**src/rtl/ram_port_arbiter.sv**
```systemverilog
// Two-requester arbiter for a single-port synchronous RAM with bounded-burst fairness.
// Optional ARB_ROUND_ROBIN_EN: round-robin IDLE tie-break and MAX_BURST preemption of both owners.
module ram_port_arbiter #(
  parameter int ADDR_W    = 16,
  parameter int DATA_W    = 16,
  parameter int MAX_BURST = 4
) (
  input  logic              Clk,
  input  logic              Rst_n,
  input  logic              ReqA,
  input  logic              ReqB,
  input  logic              WeA,
  input  logic              WeB,
  input  logic [ADDR_W-1:0] AddrA,
  input  logic [ADDR_W-1:0] AddrB,
  input  logic [DATA_W-1:0] WrDataA,
  input  logic [DATA_W-1:0] WrDataB,
  output logic              GntA,
  output logic              GntB,
  output logic              RdValidA,
  output logic              RdValidB,
  output logic [DATA_W-1:0] RdData,
  output logic              RamEn,
  output logic              RamWe,
  output logic [ADDR_W-1:0] RamAddr,
  output logic [DATA_W-1:0] RamWrData,
  input  logic [DATA_W-1:0] RamRdData
);

  localparam int BW = (MAX_BURST < 1) ? 1 : $clog2(MAX_BURST + 1);

  typedef enum logic [1:0] {
    IDLE  = 2'd0,
    OWN_A = 2'd1,
    OWN_B = 2'd2
  } state_t;

  state_t          state_r, state_s;
  logic [BW-1:0]   beats_r, beats_s, beats_inc_s;
  logic            gnt_a_s, gnt_b_s;
  logic            burst_done_s;
  logic            a_preempt_s, b_preempt_s;
  state_t          tie_s;
  logic            rd_valid_a_r, rd_valid_b_r;

`ifdef ARB_ROUND_ROBIN_EN
  logic            last_r;  // 1'b0 = A was last owner, 1'b1 = B

  assign a_preempt_s = 1'b1;
  assign b_preempt_s = 1'b1;
  assign tie_s       = (last_r == 1'b0) ? OWN_B : OWN_A;

  // previous-owner tracking, updated on each transferred beat
  always_ff @(posedge Clk or negedge Rst_n) begin
    if (!Rst_n) begin
      last_r <= 1'b1;
    end else if (gnt_a_s) begin
      last_r <= 1'b0;
    end else if (gnt_b_s) begin
      last_r <= 1'b1;
    end else begin
      last_r <= last_r;
    end
  end
`else
  assign a_preempt_s = 1'b0;
  assign b_preempt_s = 1'b1;
  assign tie_s       = OWN_A;
`endif

  assign gnt_a_s      = (state_r == OWN_A) && ReqA;
  assign gnt_b_s      = (state_r == OWN_B) && ReqB;
  // the beat being granted now counts toward the burst limit
  assign burst_done_s = ((32'(beats_r) + 32'd1) >= 32'(MAX_BURST));
  assign beats_inc_s  = (beats_r == BW'(MAX_BURST)) ? beats_r : beats_r + BW'(1);

  // next-state and burst counter logic
  always_comb begin
    state_s = state_r;
    beats_s = beats_r;
    case (state_r)
      IDLE: begin
        beats_s = '0;
        if (ReqA && ReqB) begin
          state_s = tie_s;
        end else if (ReqA) begin
          state_s = OWN_A;
        end else if (ReqB) begin
          state_s = OWN_B;
        end else begin
          state_s = IDLE;
        end
      end
      OWN_A: begin
        if (!ReqA) begin
          beats_s = '0;
          state_s = ReqB ? OWN_B : IDLE;
        end else if (ReqB && burst_done_s && a_preempt_s) begin
          beats_s = '0;
          state_s = OWN_B;
        end else begin
          beats_s = beats_inc_s;
          state_s = OWN_A;
        end
      end
      OWN_B: begin
        if (!ReqB) begin
          beats_s = '0;
          state_s = ReqA ? OWN_A : IDLE;
        end else if (ReqA && burst_done_s && b_preempt_s) begin
          beats_s = '0;
          state_s = OWN_A;
        end else begin
          beats_s = beats_inc_s;
          state_s = OWN_B;
        end
      end
      default: begin
        beats_s = '0;
        state_s = IDLE;
      end
    endcase
  end

  // state, burst counter and read-valid pipeline registers
  always_ff @(posedge Clk or negedge Rst_n) begin
    if (!Rst_n) begin
      state_r      <= IDLE;
      beats_r      <= '0;
      rd_valid_a_r <= 1'b0;
      rd_valid_b_r <= 1'b0;
    end else begin
      state_r      <= state_s;
      beats_r      <= beats_s;
      rd_valid_a_r <= gnt_a_s && !WeA;
      rd_valid_b_r <= gnt_b_s && !WeB;
    end
  end

  // RAM port mux driven from the current owner
  always_comb begin
    RamEn = gnt_a_s || gnt_b_s;
    RamWe = (gnt_a_s && WeA) || (gnt_b_s && WeB);
    if (state_r == OWN_B) begin
      RamAddr   = AddrB;
      RamWrData = WrDataB;
    end else begin
      RamAddr   = AddrA;
      RamWrData = WrDataA;
    end
  end

  assign GntA     = gnt_a_s;
  assign GntB     = gnt_b_s;
  assign RdValidA = rd_valid_a_r;
  assign RdValidB = rd_valid_b_r;
  // RAM output is already registered, so data is only gated by the valids
  assign RdData   = (rd_valid_a_r || rd_valid_b_r) ? RamRdData : '0;

endmodule

```
**config.mk**
```make
export PLATFORM = sky130hd
export DESIGN_NAME = ram_port_arbiter
export DESIGN_NICKNAME = d
export VERILOG_FILES = /design/src/rtl/ram_port_arbiter.sv
export SDC_FILE = /design/constraint.sdc
export NUM_CORES = 1
export LEC_CHECK = 0
export ABC_AREA = 1
export CAP_MARGIN = 20
export CORE_MARGIN = 2
export CORE_UTILIZATION = 27
export CTS_CLUSTER_SIZE = 14
export DETAILED_ROUTE_END_ITERATION = 10
export MAX_ROUTING_LAYER = met4
export PLACE_DENSITY_LB_ADDON = 0.15
export SYNTH_ARGS = -nofsm -noshare
export SYNTH_HDL_FRONTEND = slang
export SYNTH_SLANG_ARGS = --single-unit
```
**constraint.sdc**
```tcl
create_clock -name Clk -period 6.1 [get_ports Clk]
set_clock_uncertainty 0.2 [all_clocks]
set_input_delay 1.83 -clock Clk [delete_from_list [all_inputs] [get_ports Clk]]
set_output_delay 1.83 -clock Clk [all_outputs]
set_load 0.05 [all_outputs]
```
Word level (Yosys, flattened, before mapping)

Index checks and enable logic that the tools add are counted.
Widths: inputs -> output; s select.

Register bits after elaboration: 7
Output and inout port bits: 54
Logic and storage cells: 39
Bits of input ports: 86

Add/sub/neg operators: 2
Muxes and demuxes: 15
$lt $le $gt $ge: 1
Eq/ne operators: 3
Reductions and logical operators: 14

Operator list:

| cell                | number |
|---|---|
| $mux 16             | 3 |
| $mux 3              | 4 |
| $mux 2              | 5 |
| $logic_and 1x1->1   | 8 |
| $pmux 2 s3          | 1 |
| $pmux 3 s2          | 1 |
| $add 3x1->4 const B | 1 |
| $ge 4x3->1 const B  | 1 |
| $add 3x1->3 const B | 1 |
| $eq 3x3->1 const B  | 1 |
| $logic_or 1x1->1    | 3 |
| $eq 2x1->1 const B  | 1 |
| $eq 2x2->1 const B  | 1 |
| $logic_not 1->1     | 2 |
| $logic_not 2->1     | 1 |
| $mux 1              | 1 |

Depth between registers and ports, before layout

Word-level depth: 6
Depth in mapped cells: 7
Depth with buffers taken out: 7

Worst setup path after synthesis

Ideal clock, no wire load.

Path kind: in2out
Start point: input port ReqA
End point: output port RamWe
Buffers on the path: 0
Cell stages on the path: 3
Data required time: 4.070 ns
Arrival: 2.746 ns
Path slack: 1.324 ns
Path through: nand2_1 > inv_1 > a22o_1

Cells in the longest elaborated chain, start to end: 3

Ends and longest elaborated chain:

| element            | RTL line | RTL |
|---|---|---|
| start: declaration | 10       | `input logic ReqA,` |
| $logic_and 1x1->1  | 71       | `assign gnt_a_s = (state_r == OWN_A) && ReqA;` |
| net GntA           | 18       | `output logic GntA,` |
| $logic_and 1x1->1  | 143      | `RamWe = (gnt_a_s && WeA) \|\| (gnt_b_s && WeB);` |
| $logic_or 1x1->1   | 143      |  |
| end: declaration   | 24       | `output logic RamWe,` |

The timed path passes the listed nets, and every way through them passes these cells.

Final worst setup path

Start point: input port ReqA
End point: output port RamWe

Cells in the longest elaborated chain, start to end: 3

Ends and longest elaborated chain:

| element           | RTL line |
|---|---|
| $logic_and 1x1->1 | 71 |
| $logic_and 1x1->1 | 143 |
| $logic_or 1x1->1  | 143 |

No other way between the ends.

==> results.sh <==
export IMPL_top_layer_used="met4"
export IMPL_fmax_mhz=177
export IMPL_worst_hold_path_type="register to register"
export IMPL_ant_nets=0
export IMPL_fin_nets=359
export IMPL_n_antenna_cell=0
export IMPL_worst_path_max_fanout=6
export IMPL_yosys_warnings=0
export IMPL_wl_met2_um=2090
export IMPL_rr_endpoint="RdValidB$_DFF_PN0_"
export IMPL_path_clk_slew_ns=0.04
export IMPL_maxCapViolations=0
export IMPL_gp_congestion=0.857
export IMPL_clock_latency_ns=0.22
export IMPL_num_vias=1386
export IMPL_synth_distinct_cells=19
export IMPL_ys_ff_latch=7
export IMPL_hold_path_depth=2
export IMPL_nFillCells=323
export IMPL_yosys_area_share_simple_pct=19.3
export IMPL_wl_met3_um=408
export IMPL_power_leakage_uw=0.00111
export IMPL_finalWirelength_um=4010
export IMPL_drv_slew=0
export IMPL_start_util_pct=28.4
export IMPL_antenna_found_initial=0
export IMPL_powerDensity_nw_per_um2=230
export IMPL_numCtsBuffers=3
export IMPL_post_cts_setup_buffers=0
export IMPL_cp_start_kind="primary input"
export IMPL_cts_buffer_depth=2
export IMPL_yosysSeqAreaShare_pct=16.7
export IMPL_layout_drive_gt1_share_pct=16.2
export IMPL_grtUsageTotal_pct=17.7
export IMPL_rr_startpoint="state_r[0]$_DFF_PN0_"
export IMPL_via_per_inst=4.41
export IMPL_grt_pass1_vias=1321
export IMPL_syn_area_um2=1050
export IMPL_fin_crit_sh_pct=92.6
export IMPL_die_x_um=66.2
export IMPL_die_height_um=66.2
export IMPL_synth_cells=126
export IMPL_end_kind="output pin"
export IMPL_io_pin_count=140
export IMPL_core_area_um2=3690
export IMPL_holdPathEnd="state_r[1]$_DFF_PN0_"
export IMPL_h_tree_depth=1
export IMPL_cts_sinks=7
export IMPL_cts_resized=0
export IMPL_worstMarginPinSlew_ns=0.906
export IMPL_synth_compound_area_share_pct=3.23
export IMPL_rows=22
export IMPL_grt_max_degree=30
export IMPL_hold_viol=0
export IMPL_setup_viol=0
export IMPL_first_iter_violations=23
export IMPL_path_class="primary input to output pin"
export IMPL_min_period_ns=5.65
export IMPL_firstDrtPassIters=4
export IMPL_status="complete, no violations"
export IMPL_rsz0062_at_grt="no"
export IMPL_cts_tree="yes"
export IMPL_rrSetupSlack_ns=4.24
export IMPL_fin_setup_tns_ns=0
export IMPL_gr_total_overflow=0
export IMPL_syn_avg_cell_area_um2=8.30
export IMPL_fin_util_pct=68.1
export IMPL_cts_root_buf="clkbuf_8"
export IMPL_dpl_cell_area_um2=2470
export IMPL_synth_top_family_by_area="multiplexers"
export IMPL_dieArea_um2=4390
export IMPL_met1_length_um=1420
export IMPL_detail_route_wl_per_cell_um=12.8
export IMPL_relSlewSlack_pct=39.4
export IMPL_hp_start="state_r[1]$_DFF_PN0_"
export IMPL_area_growth_pct=140
export IMPL_finalInstanceArea_um2=2510
export IMPL_syn_nets=218
export IMPL_worstPathRequired_ns=4.07
export IMPL_cp_arrival_ns=3.62
export IMPL_ir_worst_vdd_v=0.000110
export IMPL_synth_xor_area_share_pct=0
export IMPL_dp_hpwl_um=3430
export IMPL_synthMuxAreaShare_pct=39.8
export IMPL_port_buffer_count=139
export IMPL_r2r_cells=4
export IMPL_holdBufCountCts=0
export IMPL_synthAdderAreaFrac_pct=7.18
export IMPL_grt_pass1_wl_um=5800
export IMPL_drcViolationCount=0
-- cell usage after synthesis, drive strengths merged --
cell	number	area [um^2]
a21oi	5	25.0
nand3	8	45.0
dfrtp	7	175
inv	26	97.6
nand2	10	42.5
nand4	4	25.0
ha	6	75.1
a22o	1	8.76
mux2	32	417
nand3b	1	7.51
buf	5	46.3
nor2	20	75.1
or2	1	6.26
-- routing by layer --
layer | GRT usage (%) | vias to the layer above
li1 | - | 687
met1 | 18.2 | 609
met2 | 31.8 | 81
met3 | 5.45 | 9
met4 | 6.38 | 0
met5 | - | -
-- cells in the final DEF (no fill, tap or decap), types with 2 or more instances in the layout --
cell               n
buf_4              2
nand2_2            2
nand2_1            8
clkbuf_8           3
nor2_1            20
inv_1             25
mux2_2            17
nand4_1            4
ha_1               5
dfrtp_1            7
mux2_4            15
nand3_1            7
clkdlybuf4s50_1  139
a21oi_1            5
-- state kept, by name, indices dropped and copies added, names as in the netlist --
| register | flops |
|---|---|
| beats_r | 3 |
| RdValidB | 1 |
| state_r | 2 |
| RdValidA | 1 |
-- worst max-delay path by stage --
stage          cells after the start  slack [ns]    end  startpoint
2_1_floorplan                      3        1.32  RamWe        ReqA
3_3_place_gp                       5        0.48  RamWe        ReqA
3_5_place_dp                       5        0.46  RamWe        ReqA
4_1_cts                            5        0.46  RamWe        ReqA
5_1_grt                            5        0.38  RamWe        ReqA
6_report                           5        0.45  RamWe        ReqA
-- where the power goes --
group	total (uW)	internal [uW]	switching (uW)	leakage, uW
Combinational	456	194	262	0.000988
Clock	63.9	45.1	18.8	0.0000228
Sequential	58.0	52.6	5.39	0.0000948
-- critical path, cell delays in order --
cell and delay, ns:
clkdlybuf4s50_1 0.60, nand2_1 0.14, inv_1 0.09, a22o_1 0.14
clkdlybuf4s50_1 0.82
-- kinds of logic (layout without fill, tap and decap cells) --
logic type | count (synthesis) | in the layout
buffers and inverters | 31 | 171
AND/OR/NAND/NOR | 44 | 44
AO/OA/AOI/OAI | 6 | 6
adder cells (fa/ha/maj) | 6 | 6
multiplexers | 32 | 32
flip-flops | 7 | 7
-- cell type report --
| type | count | area [um^2] | area share [%] |
|---|---|---|---|
| Timing Repair Buffer | 141 | 1410 | 55.9 |
| Tap cell | 48 | 60.1 | 2.39 |
| Clock buffer | 4 | 45.0 | 1.79 |
| Sequential cell | 7 | 175 | 6.97 |
| Inverter | 26 | 97.6 | 3.88 |
| Multi-Input combinational cell | 88 | 729 | 29.0 |
-- through the flow --
stage / worst slack, ns / total power [uW] / std cells / hold slack, ns
final: 0.452 / 578 / 314 / 0.444
after CTS: 0.457 / 582 / 314 / 0.443
after detailed placement: 0.461 / 516 / 310 / 0.424
after global placement: 0.477 / 513 / 310 / 0.421
after global routing: 0.380 / 603 / 314 / 0.496
after floorplan: 1.32 / 361 / 126 / 0.374
Note: power is estimated with default switching activity, not from simulation.
